$ cat src/rtl/usbdev_pkg.sv
// rtl/usbdev_pkg.sv - shared types and constants for the usbdev AON suspend sequencer
//
// Purpose: state encoding of the AON suspend/resume sequencer and the bit
// positions of the latched wake cause vector.
// Ports: none (package).

package usbdev_pkg;

   typedef enum logic [2:0] {
      AwkSeqIdle       = 3'd0,
      AwkSeqEntering   = 3'd1,
      AwkSeqMonitoring = 3'd2,
      AwkSeqWaking     = 3'd3,
      AwkSeqExiting    = 3'd4
   } awk_seq_state_e;

   // Bit indices inside wake_cause ({sense_lost, bus_reset, bus_not_idle})
   localparam int unsigned WakeCauseNotIdle   = 0;
   localparam int unsigned WakeCauseBusReset  = 1;
   localparam int unsigned WakeCauseSenseLost = 2;
   localparam int unsigned WakeCauseW         = 3;

endpackage

$ cat src/rtl/usbdev_aon_suspend_seq.sv
// rtl/usbdev_aon_suspend_seq.sv - AON suspend/resume handshake sequencer for the wake detector
//
// Purpose: hands the bus over to the AON wake detector on a software suspend
// request, raises the power-manager wake request when the detector reports
// activity, latches the wake cause, and returns control on software
// acknowledge. Times out a detector that fails to take or release control.
// Ports:
//   clk_aon_i, rst_aon_ni     AON clock, async active-low reset
//   sw_suspend_req_i          software suspend pulse (AON-synchronized)
//   sw_wake_ack_i             software wake acknowledge / forced exit pulse
//   wake_detect_active_i      detector currently owns the pullups
//   wake_req_i                detector wake request level
//   bus_not_idle_i, bus_reset_i, sense_lost_i   detector event levels
//   suspend_req_o, wake_ack_o detector handshake outputs
//   pwr_wake_req_o            wake request to the power manager
//   wake_cause_o              latched {sense_lost, bus_reset, bus_not_idle}
//   timeout_err_o             one-cycle pulse on entry/exit timeout
//   state_o                   current state (debug)

module usbdev_aon_suspend_seq
   import usbdev_pkg::*;
#(
   parameter int unsigned EntryTimeout = 16,
   localparam int unsigned TimeoutW = $clog2(EntryTimeout + 1)
) (
   input  logic                  clk_aon_i,
   input  logic                  rst_aon_ni,
   input  logic                  sw_suspend_req_i,
   input  logic                  sw_wake_ack_i,
   input  logic                  wake_detect_active_i,
   input  logic                  wake_req_i,
   input  logic                  bus_not_idle_i,
   input  logic                  bus_reset_i,
   input  logic                  sense_lost_i,
   output logic                  suspend_req_o,
   output logic                  wake_ack_o,
   output logic                  pwr_wake_req_o,
   output logic [WakeCauseW-1:0] wake_cause_o,
   output logic                  timeout_err_o,
   output logic [2:0]            state_o
);

   localparam logic [TimeoutW-1:0] CntLast = TimeoutW'(EntryTimeout - 1);

   awk_seq_state_e        state_q;
   logic [TimeoutW-1:0]   cnt_q;
   logic [TimeoutW-1:0]   cnt_inc;
   logic [WakeCauseW-1:0] events;

   always_comb begin
      events                     = '0;
      events[WakeCauseNotIdle]   = bus_not_idle_i;
      events[WakeCauseBusReset]  = bus_reset_i;
      events[WakeCauseSenseLost] = sense_lost_i;
   end

   // Saturating increment: the counter must never wrap back to zero.
   assign cnt_inc = (cnt_q == '1) ? cnt_q : cnt_q + 1'b1;

   assign state_o = state_q;

   // All handshake outputs are registered alongside the state so that an
   // async reset drops them immediately.
   always_ff @(posedge clk_aon_i or negedge rst_aon_ni) begin
      if (!rst_aon_ni) begin
         state_q        <= AwkSeqIdle;
         cnt_q          <= '0;
         suspend_req_o  <= 1'b0;
         wake_ack_o     <= 1'b0;
         pwr_wake_req_o <= 1'b0;
         wake_cause_o   <= '0;
         timeout_err_o  <= 1'b0;
      end else begin
         timeout_err_o <= 1'b0;
         case (state_q)
            AwkSeqIdle: begin
               if (sw_suspend_req_i) begin
                  state_q       <= AwkSeqEntering;
                  cnt_q         <= '0;
                  wake_cause_o  <= '0;
                  suspend_req_o <= 1'b1;
               end
            end
            AwkSeqEntering: begin
               // Activation beats a coincident timeout.
               if (wake_detect_active_i) begin
                  state_q       <= AwkSeqMonitoring;
                  cnt_q         <= '0;
                  suspend_req_o <= 1'b0;
               end else if (cnt_q == CntLast) begin
                  state_q       <= AwkSeqIdle;
                  cnt_q         <= '0;
                  suspend_req_o <= 1'b0;
                  timeout_err_o <= 1'b1;
               end else begin
                  cnt_q <= cnt_inc;
               end
            end
            AwkSeqMonitoring: begin
               // A wake request takes priority; a coincident ack is dropped.
               if (wake_req_i) begin
                  state_q        <= AwkSeqWaking;
                  wake_cause_o   <= events;
                  pwr_wake_req_o <= 1'b1;
               end else if (sw_wake_ack_i) begin
                  state_q      <= AwkSeqExiting;
                  cnt_q        <= '0;
                  wake_cause_o <= '0;
                  wake_ack_o   <= 1'b1;
               end
            end
            AwkSeqWaking: begin
               wake_cause_o <= wake_cause_o | events;
               if (sw_wake_ack_i) begin
                  state_q        <= AwkSeqExiting;
                  cnt_q          <= '0;
                  pwr_wake_req_o <= 1'b0;
                  wake_ack_o     <= 1'b1;
               end
            end
            AwkSeqExiting: begin
               if (!wake_detect_active_i) begin
                  state_q    <= AwkSeqIdle;
                  cnt_q      <= '0;
                  wake_ack_o <= 1'b0;
               end else if (cnt_q == CntLast) begin
                  state_q       <= AwkSeqIdle;
                  cnt_q         <= '0;
                  wake_ack_o    <= 1'b0;
                  timeout_err_o <= 1'b1;
               end else begin
                  cnt_q <= cnt_inc;
               end
            end
            default: begin
               state_q        <= AwkSeqIdle;
               cnt_q          <= '0;
               suspend_req_o  <= 1'b0;
               wake_ack_o     <= 1'b0;
               pwr_wake_req_o <= 1'b0;
            end
         endcase
      end
   end

   a_state_known: assert property (@(posedge clk_aon_i) disable iff (!rst_aon_ni)
      !$isunknown(state_o));
   a_handshake_excl: assert property (@(posedge clk_aon_i) disable iff (!rst_aon_ni)
      !(suspend_req_o && wake_ack_o));
   a_timeout_pulse: assert property (@(posedge clk_aon_i) disable iff (!rst_aon_ni)
      timeout_err_o |=> !timeout_err_o);

endmodule

$ cat config.mk
export PLATFORM = sky130hd
export DESIGN_NAME = usbdev_aon_suspend_seq
export DESIGN_NICKNAME = d
export VERILOG_FILES = /design/src/rtl/usbdev_pkg.sv /design/src/rtl/usbdev_aon_suspend_seq.sv
export SDC_FILE = /design/constraint.sdc
export NUM_CORES = 1
export LEC_CHECK = 0
export ABC_AREA = 1
export ABC_CLOCK_PERIOD_IN_PS = 1900
export CAP_MARGIN = 20
export CORE_ASPECT_RATIO = 1.1
export CORE_MARGIN = 2
export CORE_UTILIZATION = 40
export DETAILED_ROUTE_END_ITERATION = 10
export PLACE_DENSITY = 0.65
export SETUP_SLACK_MARGIN = 0.4
export SLEW_MARGIN = 20
export SYNTH_ARGS = -nofsm -noshare
export SYNTH_HDL_FRONTEND = slang
export SYNTH_SLANG_ARGS = --single-unit
$ cat constraint.sdc
create_clock -name clk_aon_i -period 1.9 [get_ports clk_aon_i]
set_clock_uncertainty 0.05 [all_clocks]
set_input_delay 0.475 -clock clk_aon_i [delete_from_list [all_inputs] [get_ports clk_aon_i]]
set_output_delay 0.475 -clock clk_aon_i [all_outputs]
set_load 0.005 [all_outputs]
# Word level (Yosys, flattened, before mapping)
# Index checks and enable logic that the tools add are counted.
# Widths: inputs -> output; s select.
[totals]
regBits = 15
inputBits = 9
output_inout_bits = 10
elab_cells = 69
[op_classes]
addsub = 1
eq_ne = 13
n_mux = 34
bitwise_logic = 4
n_reduce_logical = 10
[op_table]
columns = ["cell", "count"]
rows = [
  ["$mux 5", 7],
  ["$mux 3", 9],
  ["$pmux 5 s5", 1],
  ["$pmux 3 s5", 1],
  ["$reduce_and 3->1", 4],
  ["$mux 1", 11],
  ["$ne 3x3->1 const B", 3],
  ["$pmux 3 s3", 1],
  ["$ne 2x2->1 const B", 4],
  ["$eq 3x2->1 const B", 2],
  ["$pmux 1 s3", 2],
  ["$reduce_or 3->1", 2],
  ["$add 5x1->5 const B", 1],
  ["$eq 5x4->1 const B", 1],
  ["$eq 5x5->1 const B", 1],
  ["$pmux 1 s4", 1],
  ["$eq 3x1->1 const B", 1],
  ["$eq 3x3->1 const B", 1],
  ["$logic_not 3->1", 1],
  ["$not 1->1", 3],
  ["$or 3x3->3", 1],
  ["$reduce_bool 3->1", 1],
  ["$pmux 1 s2", 1],
  ["$reduce_and 2->1", 1],
  ["$reduce_or 2->1", 1],
]

# Logic depth before layout (Yosys ltp)
[logic_depth]
depth_word = 5
mapped_depth = 9
ltp_nobuf = 9

# Worst setup path after synthesis
# Ideal clock, no wire load.
[synth_path]
kind = "register -> register"
start = "register cnt_q[0]"
end = "register state_q[0], in the netlist state_o[0]"
setup_time_ps = 115
t_arrival_ps = 1051
required_time_ps = 1735
path_slack_ps = 683
stages_incl_launch_ff = 9
n_path_buf = 0
synth_period_minus_slack_ps = 1217
path_cell_list = "dfrtp_1 -> ha_1 -> nand2_1 -> nor2_1 -> nand2_1 -> nand2_1 -> nand2_1 -> nor2_1 -> nor2_1"
[synth_between]
elab_chain_len = 4
word_cells_on_any_way = 5
classes_between = "eq/ne (1); mux (4)"
[synth_rtl]
columns = ["element", "line_no", "source"]
rows = [
  ["start, declared", "usbdev_aon_suspend_seq.sv:46", "logic [TimeoutW-1:0] cnt_q;"],
  ["start signal, assigned", "usbdev_aon_suspend_seq.sv:96", "cnt_q <= cnt_inc;"],
  ["start signal, assigned", "usbdev_aon_suspend_seq.sv:132", "cnt_q <= cnt_inc;"],
  ["$eq 5x4->1 *", "usbdev_aon_suspend_seq.sv:90, usbdev_aon_suspend_seq.sv:126", ""],
  ["$mux 3 *", "n/a", ""],
  ["$mux 3 (on tied branches)", "n/a", ""],
  ["$pmux 3 s5 *", "n/a", ""],
  ["end signal, assigned", "usbdev_aon_suspend_seq.sv:87", "state_q <= AwkSeqMonitoring;"],
  ["end signal, assigned", "usbdev_aon_suspend_seq.sv:91", "state_q <= AwkSeqIdle;"],
  ["end signal, assigned", "usbdev_aon_suspend_seq.sv:127", "state_q <= AwkSeqIdle;"],
  ["end, declared", "usbdev_aon_suspend_seq.sv:45", "awk_seq_state_e state_q;"],
]
# Mark *: on every way between the ends. The rest lies on a longest branch, timed or not.
# A chain may end at the register's enable or synchronous reset.

# Worst setup path in the final report
[layout_path]
start = "register pwr_wake_req_o"
end = "output port pwr_wake_req_o"
[layout_rtl]
columns = ["element", "line_no", "source"]
rows = [
  ["start, declared", "usbdev_aon_suspend_seq.sv:37", "output logic pwr_wake_req_o,"],
  ["start signal, assigned", "usbdev_aon_suspend_seq.sv:70", "pwr_wake_req_o <= 1'b0;"],
  ["start signal, assigned", "usbdev_aon_suspend_seq.sv:104", "pwr_wake_req_o <= 1'b1;"],
  ["start signal, assigned", "usbdev_aon_suspend_seq.sv:117", "pwr_wake_req_o <= 1'b0;"],
]
# No word-level cell between the ends.

==> run summary <==
Outcome: completed
H-Tree Depth: 1
Post-synthesis mux area share: 0%
DRC viols: 0
Synth area leader: dfrtp_1
Crit path buf inv count: 1
Crit-path slowest cell: dfrtp_1
DIE AREA: 0.002658 mm^2
WL/cell: 10.76 um
Routed WL: 2044 um
CP Max Fanout: 2
Synth Instances: 128
XOR/XNOR share of the synthesized area: 0.9682%
Leakage power: 0.0006979 uW
Most used DFF post-synth: dfrtp_1
First-pass GRT wire length: 3608 um
Switching Share: 43.56%
Simple-gate portion of the synthesized area: 42.32%
Maximum vdd drop: 0.0007030 V
P&R area growth vs syn: 35.68%
Post-synthesis compound-gate area fraction: 6.362%
Clock Tree Root: clkbuf_4
Drt pass-1 iters: 4
Register area share after synthesis: 41.49%
Most common cell after layout, fill and taps aside: nand2_1
Finished Layout Cells: 190
Combinational Power Share: 59.4%
Number of DRC markers in iteration 0: 11
Power Total: 1622 uW
Clock Latency Late Sink: 0.28 ns
Final setup vio count: 0
All-Layer GR Usage: 17.85%
Period minus WS final: 1.462 ns
Fin. Hold Viols: 0
TritonCTS clock tree: done
IO Port Bufs: 18
Max frequency: 684.0 MHz
Largest net degree at the start of global routing: 16
Placed Cells: 178
Initial antenna violation count: 0
Via/cell ratio: 4.753
Fin. max-slew vios: 0
Flop pwr share: 29.4%
Placeable Area: 0.002185 mm^2
WP data required: 1.37 ns
Post-synth top area share: 41.49%
Worst-path cell chain: dlygate4sd2_1
Worst setup path class: reg -> out
NetSw: 706.5 uW
Critical path's largest stage delay: 0.39 ns
Post-Syn Nets: 138
FILL cells: 227
CP arrival: 0.94 ns
Fin nets: 171
Slew @ Worst Pin: 0.3825 ns
P_int: 915.6 uW
RSZ-0062 raised after global routing: false
Mapped Area: 904.6 um^2
Die H: 53.88 um
Synth unique cells: 19
Cts hold-fix bufs: 0
Hold WC Path Type: reg -> reg
Clock share of power: 11.2%
Vias in the first global route: 856
Syn avg cell area: 7.067 um^2
Post-synth EDFFs: 0
CTS sink count: 15
Number of antenna repair diodes: 0
Die Span X: 49.34 um
Startpoint Class: flip-flop
Syn. warnings: 0
Detail Route Antenna Nets: 0
Final RePlAce weighted congestion: 0.8136
Post-synthesis adder-cell area fraction: 1.383%
Initial Utilization: 41.41%
Max-cap violations: 0
Final setup TNS: 0 ns
Grt ovf: 0
Top Family by Delay on Critical Path: flip-flops
Cts bufs inserted: 3
Row count: 18
Clk buf depth: 2
Final period util: 76.94%
Slew margin rel.: 74.18%
Share of layout cells above drive strength 1: 18.13%
Largest family of logic cells by synthesized area: simple AND/OR/NAND/NOR gates
Via Count: 903
Final hold slack: 0.4398 ns
Post-DP Area: 0.001137 mm^2
Main area contributors after synthesis: dfrtp_1 41%, nand2_1 19%, inv_1 6.6%
Final HPWL from detailed placement: 1574 um
Asr flop ratio synth: 100.0%
Yosys reg bits: 15
IO Pins: 19
Post-route design area: 0.001227 mm^2
Pwr dens: 1322 mW/mm^2
CP Capture Type: primary output
CTS clk-pin slew, worst paths: 0.09 ns
Commonest non-fill, non-tap cells in the layout: 42 x nand2_1, 16 x inv_1, 14 x nor2_1, 14 x dfrtp_1
==> sequential cells by signal, summed over array words and instances, names as in the netlist <==
| register | flops |
|---|---|
| state_o | 3 |
| suspend_req_o | 1 |
| wake_cause_o | 3 |
| wake_ack_o | 1 |
| cnt_q | 5 |
| timeout_err_o | 1 |
| pwr_wake_req_o | 1 |
==> power groups by stage <==
| stage | clock network, uW | logic (uW) | registers [uW] |
|---|---|---|---|
| 5_1_grt | 211 | 1100 | 489 |
| 3_3_place_gp | 0 | 859 | 524 |
| 3_5_place_dp | 0 | 863 | 527 |
| 2_1_floorplan | 0 | 533 | 535 |
| 4_1_cts | 190 | 924 | 480 |
| 6_report | 182 | 963 | 476 |
==> routing by layer <==
metal	part of all wire, %	track usage, %	up-vias
li1	-	-	470
met1	48	22.80	414
met2	48	30.41	17
met3	3.4	2.222	2
met4	0.49	8.571	0
met5	0	0	-
==> area by class of cell <==
class	count	area, um^2	area share [%]
Clock buffer	4	26.28	2.141
Inverter	18	67.56	5.505
Multi-Input combinational cell	95	474.2	38.63
Sequential cell	15	376.6	30.68
Tap cell	30	37.54	3.058
Timing Repair Buffer	28	245.2	19.98
==> path summary, 6_finish.rpt <==
kind | slack (ns) | startpoint | cells past startpoint | endpoint
hold / removal | 0.44 | pwr_wake_req_o | 2 | pwr_wake_req_o
setup / recovery | 0.44 | pwr_wake_req_o | 1 | pwr_wake_req_o
max in group asynchronous | 1.17 | rst_aon_ni | 2 | state_o[0]
setup reg to reg | 0.54 | cnt_q[0] | 7 | cnt_q[2]
hold reg to reg | 0.44 | pwr_wake_req_o | 2 | pwr_wake_req_o
min in group asynchronous | 0.45 | rst_aon_ni | 2 | pwr_wake_req_o
==> cell families (layout without fill, tap and decap cells) <==
| kind of cell | Yosys count | count (layout) |
|---|---|---|
| AO/OA/AOI/OAI | 10 | 10 |
| XOR/XNOR | 1 | 1 |
| adder cells (fa/ha/maj) | 1 | 1 |
| buffers and inverters | 18 | 50 |
| flip-flops | 15 | 15 |
| AND/OR/NAND/NOR | 83 | 83 |
==> worst reg2reg max path, stage by stage, from the launching register on <==
cell,delay [ns]
dfrtp_1,0.42
ha_1,0.23
nand2_1,0.11
nor2_2,0.05
nand2_1,0.10
o21ai_0,0.12
nand3b_1,0.10
nand3_1,0.08
==> timing repair <==
item	4_1_cts	5_1_grt
setup endpoints to repair	10	10
setup buffers	6	2
resized for setup	11	7
==> synthesized netlist by cell type (all sizes together) (3+ instances only) <==
master,instances
nand3,14
nor2,19
o21ai,5
nand2,46
a31oi,3
nand4,3
inv,18
dfrtp,15
==> through the flow <==
stage | worst slack, ns | utilization, %
final | 0.4381 | 56.19
after global routing | 0.3928 | 56.19
after CTS | 0.4090 | 54.81
after detailed placement | 0.1760 | 52.06
after global placement | 0.1855 | 52.06
after floorplan | 0.6832 | -
(Power assumes the default switching activity.)
